--- src/rtl/bvp_shr_pkg.sv ---
// Shared sizing and tap-clamp helpers for the variable-delay shift line.
package bvp_shr_pkg;

  // Width of a port that carries a delay value in the range 0..depth.
  function automatic int delay_width(input int depth);
    return $clog2(depth + 1);
  endfunction

  // Width of the stage index 0..depth-1 (depth is at least 2).
  function automatic int tap_width(input int depth);
    return $clog2(depth);
  endfunction

  // Effective delay: zero behaves as one, values past the line length pin to its end.
  function automatic int clamp_delay(input int dly, input int depth);
    int d;
    if (dly == 0) begin
      d = 1;
    end else if (dly > depth) begin
      d = depth;
    end else begin
      d = dly;
    end
    return d;
  endfunction

endpackage

--- src/rtl/var_delay_lane.sv ---
// One data lane of the delay line: a reset-free shift register with a
// runtime tap mux. Validity is tracked once, outside the lanes.
module var_delay_lane
  import bvp_shr_pkg::*;
#(
  parameter int DEPTH     = 32,
  parameter int DATA_BITS = 8,
  localparam int TW       = tap_width(DEPTH)
) (
  input  logic                 clk,
  input  logic                 shift,
  input  logic [DATA_BITS-1:0] din,
  input  logic [TW-1:0]        tap,
  output logic [DATA_BITS-1:0] dout
);

  logic [DATA_BITS-1:0] stage_r [DEPTH];

  // Advance the lane by one stage on every accepted shift; data carries no reset.
  always_ff @(posedge clk) begin
    if (shift) begin
      stage_r[0] <= din;
      for (int k = 1; k < DEPTH; k++) begin
        stage_r[k] <= stage_r[k-1];
      end
    end
  end

  assign dout = stage_r[tap];

endmodule

--- src/rtl/var_delay_shreg.sv ---
// Multi-lane variable-delay shift register. A single valid line, occupancy
// counter and tap decoder are shared by CHANNELS reset-free data lanes.
module var_delay_shreg
  import bvp_shr_pkg::*;
#(
  parameter int DEPTH     = 32,
  parameter int DATA_BITS = 8,
  parameter int CHANNELS  = 1,
  localparam int DW       = delay_width(DEPTH)
) (
  input  logic                          clk,
  input  logic                          rst_n,
  input  logic                          clken,
  input  logic                          flush,
  input  logic [DW-1:0]                 delay,
  input  logic                          si_valid,
  input  logic [CHANNELS*DATA_BITS-1:0] si_data,
  output logic                          so_valid,
  output logic [CHANNELS*DATA_BITS-1:0] so_data,
  output logic [DW-1:0]                 occ,
  output logic                          primed
);

  localparam int            TW      = tap_width(DEPTH);
  localparam logic [DW-1:0] OCC_MAX = DW'(DEPTH);

  logic [DEPTH-1:0] valid_r;
  logic [DW-1:0]    occ_r;
  logic [DW-1:0]    eff_s;
  logic [TW-1:0]    tap_s;
  logic             shift_s;

  // Flush wins over an enable, so the sample offered on a flush edge is dropped.
  assign shift_s = clken & ~flush;

  // Clamp the requested delay and turn it into a stage index (delay d taps stage d-1).
  always_comb begin
    eff_s = DW'(clamp_delay(int'(delay), DEPTH));
    tap_s = TW'(eff_s - DW'(1));
  end

  // Valid line and saturating occupancy; only these carry reset and flush.
  always_ff @(posedge clk or negedge rst_n) begin
    if (!rst_n) begin
      valid_r <= '0;
      occ_r   <= '0;
    end else if (flush) begin
      valid_r <= '0;
      occ_r   <= '0;
    end else if (clken) begin
      valid_r <= {valid_r[DEPTH-2:0], si_valid};
      if (occ_r != OCC_MAX) begin
        occ_r <= occ_r + DW'(1);
      end
    end
  end

  assign so_valid = valid_r[tap_s];
  assign occ      = occ_r;
  assign primed   = (occ_r >= eff_s);

  for (genvar c = 0; c < CHANNELS; c++) begin : g_lane
    var_delay_lane #(
      .DEPTH     (DEPTH),
      .DATA_BITS (DATA_BITS)
    ) u_lane (
      .clk   (clk),
      .shift (shift_s),
      .din   (si_data[c*DATA_BITS +: DATA_BITS]),
      .tap   (tap_s),
      .dout  (so_data[c*DATA_BITS +: DATA_BITS])
    );
  end

endmodule

--- config.mk ---
export PLATFORM = sky130hd
export DESIGN_NAME = var_delay_shreg
export DESIGN_NICKNAME = d
export VERILOG_FILES = /design/src/rtl/bvp_shr_pkg.sv /design/src/rtl/var_delay_lane.sv /design/src/rtl/var_delay_shreg.sv
export SDC_FILE = /design/constraint.sdc
export NUM_CORES = 1
export LEC_CHECK = 0
export CAP_MARGIN = 30
export CORE_MARGIN = 2
export CORE_UTILIZATION = 68
export DETAILED_ROUTE_END_ITERATION = 7
export DONT_BUFFER_PORTS = 1
export PLACE_DENSITY = 0.94
export SETUP_SLACK_MARGIN = 0.3
export SLEW_MARGIN = 15
export SYNTH_ARGS = -nofsm -noshare
export SYNTH_HDL_FRONTEND = slang
export SYNTH_HIERARCHICAL = 1
export SYNTH_SLANG_ARGS = --single-unit
--- constraint.sdc ---
create_clock -name clk -period 8.2 [get_ports clk]
set_input_delay 1.23 -clock clk [delete_from_list [all_inputs] [get_ports clk]]
set_output_delay 1.23 -clock clk [all_outputs]
set_load 0.01 [all_outputs]
=== Word-level counts from Yosys, hierarchy flattened ===
Memory sizes are Yosys's and may differ from the RTL's.
Index checks and enable logic that the tools add are counted.

* Output and inout port bits: 16
* Logic and storage cells: 26
* Input port bits: 19
* Memory bits (writable): 256
* Memories: 1
* Bits in latches: 0
* Register bits: 38
* Memory bits (read-only): 0

* Reduce and logical (&&, ||, !) cells: 4
* Equal/unequal tests: 1
* Shifts and indexed selects: 0
* Mux-type cells: 11
* $lt $le $gt $ge: 3
* $mul: 0
* Divide/modulo/power cells: 0
* Bitwise operators: 2
* Add/subtract/negate cells: 2

{| class="wikitable"
|+ Memories
! memory !! words !! width !! rd ports !! clocked after memory_dff !! write ports !! line !! RTL
|-
| g_lane[0].u_lane.stage_r || 32 || 8 || 32 || 0 || 32 || var_delay_lane.sv:17 || <nowiki>logic [DATA_BITS-1:0] stage_r [DEPTH];</nowiki>
|}

{| class="wikitable"
|+ Operators with widths
! cell !! number
|-
| 2-to-1 mux 32 bit || 2
|-
| 2-to-1 mux 6 bit || 5
|-
| adder 6 x 1 -> 6 bit (second input constant) || 1
|-
| >= comparator 6 bit || 1
|-
| > comparator 6 bit (second input constant) || 1
|-
| zero test 6 bit || 1
|-
| < comparator 5 x 6 -> 1 bit (second input constant) || 1
|-
| inequality test 6 bit (second input constant) || 1
|-
| binary-select mux 1 bit (select 5 bit) || 1
|-
| subtractor 5 x 1 -> 5 bit (second input constant) || 1
|-
| nonzero test 2 bit || 2
|-
| 2-to-1 mux 1 bit || 3
|-
| AND reduction 2 bit || 1
|-
| bitwise AND 1 bit || 1
|-
| inverter 1 bit || 1
|}

=== Longest topological paths before layout ===
Gate-level depths: netlist of the first run.

* Depth in word-level cells: 6
* Depth in mapped cells: 13
* Depth with buffers taken out: 11

=== Modules after synthesis ===
The synthesis of the first run kept the hierarchy.

{| class="wikitable"
|+ By module, submodules not included
! module !! seq. area each (um^2) !! instances !! cells an instance !! area each (um^2)
|-
| var_delay_lane || 7687.4 || 1 || 363 || 9681.8
|-
| var_delay_shreg || 950.9 || 1 || 200 || 2134.5
|}

=== Worst setup path before layout of the first run ===
No wires, ideal clock.

* Path kind: input -> register
* From: input clken
* To: register occ_r[1], in the netlist occ[1]
* Stages: 3
* Library setup time: 0.123 ns
* Setup slack: -5.801 ns
* Buffers on the path: 1
* Data arrival time: 13.878 ns
* Cell sequence: clkbuf_1 -> nor2b_1 -> a32o_1

* Cells in the longest elaborated chain, start to end: 2

{| class="wikitable"
|+ Ends and longest elaborated chain
! what !! line !! RTL
|-
| start, declared || var_delay_shreg.sv:13 || <nowiki>input logic clken,</nowiki>
|-
| nonzero test 2 bit (no line) || -- ||
|-
| AND reduction 2 bit (no line) || -- ||
|-
| end signal, assigned || var_delay_shreg.sv:53 || <nowiki>occ_r <= occ_r + DW'(1);</nowiki>
|-
| end, declared || var_delay_shreg.sv:28 || <nowiki>logic [DW-1:0] occ_r;</nowiki>
|}

No other way between the ends.
A chain may end at the register's enable or synchronous reset.

=== Worst setup path after layout of the first run ===
* From: input delay[1]
* To: output so_data[3]

* Cells in the longest elaborated chain, start to end: 5
* Elaborated cells between the ends (all ways): 6
* Classes of those cells: add/sub: 1; order compare: 1; mux: 2; reduce/logical: 1; memory: 1

{| class="wikitable"
|+ Ends and longest elaborated chain
! what !! line !! RTL
|-
| start, declared || var_delay_shreg.sv:15 || <nowiki>input logic [DW-1:0] delay,</nowiki>
|-
| > comparator 6 bit || bvp_shr_pkg.sv:19 || <nowiki>end else if (dly > depth) begin</nowiki>
|-
| 2-to-1 mux 6 bit || bvp_shr_pkg.sv:19 ||
|-
| 2-to-1 mux 6 bit (*) || bvp_shr_pkg.sv:17 || <nowiki>if (dly == 0) begin</nowiki>
|-
| subtractor 5 x 1 -> 5 bit (*) || var_delay_shreg.sv:39 || <nowiki>tap_s = TW'(eff_s - DW'(1));</nowiki>
|-
| net tap_s[2] || var_delay_shreg.sv:30 || <nowiki>logic [TW-1:0] tap_s;</nowiki>
|-
| memory read (32 x 8 bit) (*) || -- ||
|-
| end, declared || var_delay_shreg.sv:19 || <nowiki>output logic [CHANNELS*DATA_BITS-1:0] so_data,</nowiki>
|}

The timed path passes the listed nets; every way through them passes the cells marked *.

==> results of run 1 <==
flip-flops by register name, indices dropped and copies added, names as in the netlist:
name / cells
valid_r: 32
g_lane.u_lane/stage_r: 256
occ: 6
where the power goes:
group,total [mW],switching (mW),internal [mW]
registers,1.72,0.0323,1.68
clock network,1.34,0.547,0.797
logic,0.248,0.127,0.121
cell families (layout without fill, tap and decap cells):
group,Yosys count,count (layout),synth area share
compound gates,28,28,0.0186
xor+xnor,6,6,0.00604
fa+ha+maj,9,9,0.00953
buf+inv,35,64,0.0152
flops,294,294,0.731
mux,129,129,0.195
simple gates,62,62,0.0246
stage by stage:
| stage | area [µm²] | hold slack [ps] | utilization |
|---|---|---|---|
| after global placement | 12000 | 423 | 0.702 |
| after detailed placement | 12000 | 430 | 0.702 |
| after CTS | 13000 | 370 | 0.758 |
| final | 13000 | 382 | 0.758 |
| after global routing | 13000 | 361 | 0.758 |
| after floorplan | 11800 | 421 | - |
final cells by class:
type	count	share of cell area
clock buffer	37	0.0605
clock inverter	14	0.0130
inverter	6	0.00193
multi-input combinational	234	0.232
sequential	294	0.666
tap	225	0.0217
timing repair buffer	7	0.00501
how the worst max path moves through the flow:
stage | startpoint | endpoint | slack [ps] | depth (start not counted)
floorplan | clken | occ[1] | 2270 | 3
global placement | delay[1] | so_data[1] | 2400 | 10
detailed placement | delay[1] | so_data[6] | 2270 | 10
CTS | delay[1] | so_data[3] | 2230 | 10
global route | delay[1] | so_data[3] | 2070 | 10
finish | delay[1] | so_data[3] | 2220 | 10
metal layers:
layer | vias to the layer above | track usage | part of all wire
li1 | 2325 | - | -
met1 | 3003 | 0.375 | 0.39
met2 | 327 | 0.434 | 0.51
met3 | 48 | 0.0481 | 0.073
met4 | 0 | 0.0683 | 0.026
met5 | - | 0 | 0
placed cells by master, fill, tap and decap left out, types with 2 or more instances in the layout:
master,netlist,layout
clkbuf_16,0,29
a221oi_1,6,6
mux4_2,80,80
or2_2,2,2
mux2i_1,40,40
xor2_1,4,3
nor2_1,38,38
clkinv_1,0,3
nand2_1,6,6
a221oi_2,2,2
edfxtp_1,256,256
clkbuf_8,0,3
buf_4,6,6
o22ai_1,6,6
bufinv_16,0,4
ha_1,9,9
clkbuf_1,10,5
nand3_1,4,4
a21o_1,2,2
mux2_2,9,9
clkinv_2,0,6
o21ai_0,4,4
o21bai_1,2,2
inv_1,5,5
dfrtp_1,38,38
nand2b_1,2,2
o211ai_1,2,2
==> flow_summary_export.csv, run 1 <==
group,metric,value,unit
status,status,"finished clean",
routing,via_per_inst,6.98,
yosys,ys_async_sr_fraction,0.129,
sta,setup_ws,2220,ps
routing,wirelength,23300,µm
layout,drive_gt1_frac,0.257,
sta,hold_viol,0,
worst_setup_path,crit_required,6970,ps
cts,cts.path.max_buffers,3,
cts,ctsHoldBuffers,0,
yosys,synth.avg_cell_area,21.0,µm²
routing,via_count,5703,
layout,area_growth,9.83,%
yosys,yosysSeqAreaShare,0.731,
cts,path_clk_slew,70,ps
layout,multi_input_area,3010,µm²
pwr,p_leak,4.55,nW
routing,ant_nets,0,
placed_design,dp_slack,2270,ps
cts,clockRootBuffer,"clkbuf_16",
yosys,synth_most_common_cell,"edfxtp_1",
routing,dr.pass1.iters,6,
job,drv_cap,0,
worst_setup_path,start_kind,"input port",
sta,tns,0,ps
sta,worst_pin_slew,989,ps
placed_design,gp_routability_congestion,0.800,
cts,cts_tree,"yes",
yosys,syn_area,11800,µm²
layout,seq_area,8640,µm²
worst_setup_path,r2r_end,"occ[5]",
global_route,grt_pass1_vias,5877,
yosys,synth_top_area_cell,"edfxtp_1",
routing,wl_per_cell,28.5,µm
yosys,synth_commonest_cells,"edfxtp_1, mux4_2, mux2i_1",
layout,diodes,0,
layout,fillers,852,
yosys,synth-seq-cells,294,
worst_setup_path,reg2reg_slack,6400,ps
sta,slew_violations,0,
layout,nets,599,
yosys,netlist_instances,563,
placed_design,hpwlAfterDp,12500,µm
floorplan,io_pins,35,
floorplan,start_util,0.690,
global_route,grt_pass1_wl,35500,µm
yosys,synth_cell_types,41,
sta,slew_headroom,0.340,
layout,fin_cells,817,
worst_setup_path,crit_type,"input port to output port",
worst_setup_path,reg2reg_depth,7,
routing,drc,0,
worst_setup_path,cp_slowest_stage_delay,740,ps
sta,min_period_over_period,0.729,
cts,clkLatencyLatePin,540,ps
sta,finalSetupViolCount,0,
worst_setup_path,endpoint_kind,"output port",
sta,rsz0062_at_grt,"false",
floorplan,die-area,18400,µm²
yosys,synthTopCellsByArea,"edfxtp_1, mux4_2, dfrtp_1",
placed_design,numPortBuffers,0,
pwr,power.density,255,nW/µm²
yosys,yosysWarningCount,6,
cts,cts_made_buffers,28,
sta,finalClockSkew,14.0,ps
floorplan,num_rows,48,
global_route,grt_usage,0.263,
yosys,yosys.area.top_type_share,0.651,
floorplan,core,17100,µm²
worst_setup_path,cpMostUsedCell,"mux4_2",
floorplan,die_h,136,µm
global_route,grt_max_degree,198,
yosys,synth_flop_cell,"edfxtp_1",
sta,finalCriticalPeriod,5980,ps
yosys,synth_enable_flop_cells,256,
min_path,hold_path.class,"input port to async pin",
sta,clock.fmax,167,MHz
cts,cts_setup_buffers,0,
global_route,grt_overflow,0,
cts,clock_sinks,294,
yosys,synth_nets,591,
pwr,power,3.31,mW
routing,drt_iter0_markers,773,
worst_setup_path,critPathSlowestCell,"buf_4",
placed_design,placedCellCount,766,
pwr,peakVddDrop,0.235,mV
worst_setup_path,crit_arrival,4750,ps
worst_setup_path,critPathMaxFanout,68,
global_route,antenna_found_initial,0,
cts,htreeDepth,1,
cts,cts_resized,0,
worst_setup_path,crit_buf_inv,2,
floorplan,die_w,136,µm
worst_setup_path,crit_family,"multiplexers",
worst_setup_path,cp_cell_sequence,"nor4_1, nor2_1, nor2_4, inv_4, ha_1, xnor2_4, buf_4, mux4_2, mux4_2, mux2_2",
worst_setup_path,r2r_start,"occ[2]",
(Power assumes the default switching activity.)
==> run 2, diff against run 1 <==
- CORE_UTILIZATION: 68 -> 63
- PLACE_DENSITY: 0.94 -> 0.89
- clock period: 8.2 -> 6.05 ns (I/O delays scaled with it)
==> flow_summary_export.csv, run 2 (same netlist as run 1, synthesis figures left out) <==
group,metric,value,unit
status,status,"finished clean",
routing,dr.pass1.iters,5,
global_route,grt_max_degree,198,
floorplan,die_w,141,µm
sta,clock.fmax,204,MHz
cts,clkLatencyLatePin,530,ps
cts,cts.path.max_buffers,3,
routing,met1Wirelength,8590,µm
layout,fin_cells,827,
layout,fin_util,0.696,
pwr,power.density,332,nW/µm²
placed_design,placedCellCount,776,
floorplan,num_rows,50,
pwr,p_comb_frac,0.078,
global_route,antenna_found_initial,0,
sta,finalSetupViolCount,0,
pwr,clkPwrFrac,0.382,
cts,cts_tree,"yes",
job,drv_cap,0,
sta,worst_pin_slew,1150,ps
pwr,switching_share,0.216,
routing,ant_nets,0,
cts,cts_resized,0,
layout,final_common_cell,"edfxtp_1",
sta,min_period_over_period,0.809,
global_route,grt_overflow,0,
worst_setup_path,crit_arrival,3990,ps
routing,dr_wl_met2,10200,µm
floorplan,start_util,0.636,
routing,wl_met3,1180,µm
layout,nets,602,
worst_setup_path,crit_required,5140,ps
layout,area_growth,9.45,%
sta,finalClockSkew,7.07,ps
worst_setup_path,reg2reg_depth,8,
sta,slew_headroom,0.230,
floorplan,die-area,19900,µm²
pwr,p_leak,4.52,nW
cts,path_clk_slew,60,ps
sta,rsz0062_at_grt,"false",
cts,ctsHoldBuffers,0,
layout,drive_gt1_frac,0.253,
placed_design,gp_routability_congestion,0.844,
sta,tns,0,ps
cts,clockRootBuffer,"clkbuf_16",
cts,cts_made_buffers,29,
layout,fillers,1079,
pwr,intPower,3.37,mW
routing,drt_iter0_markers,570,
routing,drc,0,
cts,htreeDepth,1,
layout,diodes,0,
routing,wirelength,20500,µm
pwr,power_frac_seq,0.541,
routing,via_count,5458,
placed_design,numPortBuffers,0,
cts,clock_sinks,294,
pwr,peakVddDrop,0.270,mV
cts,cts_setup_buffers,0,
routing,via_per_inst,6.60,
worst_setup_path,crit_type,"input port to output port",
sta,slew_violations,0,
worst_setup_path,start_kind,"input port",
layout,mostFrequentLayoutCells,"edfxtp_1, mux4_2, mux2i_1",
floorplan,core,18600,µm²
sta,finalCriticalPeriod,4890,ps
routing,wl_per_cell,24.7,µm
pwr,power,4.30,mW
global_route,grt_usage,0.210,
min_path,hold_path.class,"input port to async pin",
floorplan,die_h,141,µm
sta,setup_ws,1160,ps
global_route,grt_pass1_wl,32300,µm
worst_setup_path,critPathMaxFanout,68,
floorplan,io_pins,35,
placed_design,hpwlAfterDp,11200,µm
pwr,p_switching,0.927,mW
worst_setup_path,endpoint_kind,"output port",
sta,hold_viol,0,
layout,largest_register,"g_lane.u_lane/stage_r",
routing,routed.top_layer,"met4",
placed_design,dp_slack,1010,ps
global_route,grt_pass1_vias,5681,
layout,largest_reg_flops,256,
==> run 2: cell types whose count changed in the layout (fill, tap and decap cells not counted) <==
cell	delta
clkinv_1	+3
bufinv_16	-3
buf_16	+1
inv_8	+1
clkinv_2	+1
buf_12	+1
clkbuf_8	-3
==> run 2: worst max-delay path: stages <==
cell and delay, ps:
nor4_1 270, nor2_1 120, nor2_4 200, inv_4 280, ha_1 380, xnor2_4 200
buf_12 350, mux4_2 410, mux4_2 470, mux2_2 320
==> run 2: final timing paths <==
kind | from | endpoint | slack, ps
setup / recovery | delay[1] | so_data[3] | 1160
hold / removal | rst_n | valid_r[19] | 70
setup reg to reg | occ[0] | occ[5] | 4170
hold reg to reg | g_lane[0].u_lane/stage_r[29][4] | g_lane[0].u_lane/stage_r[30][4] | 440
max in group asynchronous | rst_n | valid_r[10] | 5900
min in group clk | flush | valid_r[27] | 430
==> run 2: final cells by class <==
cell class                 count  area [µm²]  area share
clock buffer                  34         744      0.0576
clock inverter                16         106     0.00822
inverter                       6        25.0     0.00193
multi-input combinational    234        3010       0.233
sequential                   294        8640       0.668
tap                          234         293      0.0226
timing repair buffer           9         113     0.00871
==> run 2: metal layers <==
layer	up-vias	track usage
li1	2333	-
met2	191	0.338
met4	0	0.0579
met3	41	0.0401
met1	2893	0.305
met5	-	0
==> run 2: power by group through the flow <==
stage	logic [mW]	registers (mW)	clock network, mW
after floorplan	0.276	2.35	0
after global placement	0.318	2.35	0
after detailed placement	0.330	2.36	0
after CTS	0.333	2.32	1.68
after global routing	0.357	2.33	1.75
final	0.333	2.32	1.64
==> run 2: metrics by stage <==
stage	hold WS (ps)	cell area [µm²]
6_report	65.8	12900
5_1_grt	43.5	12900
4_1_cts	42.7	12900
3_5_place_dp	429	12100
3_3_place_gp	424	12100
2_1_floorplan	421	11800
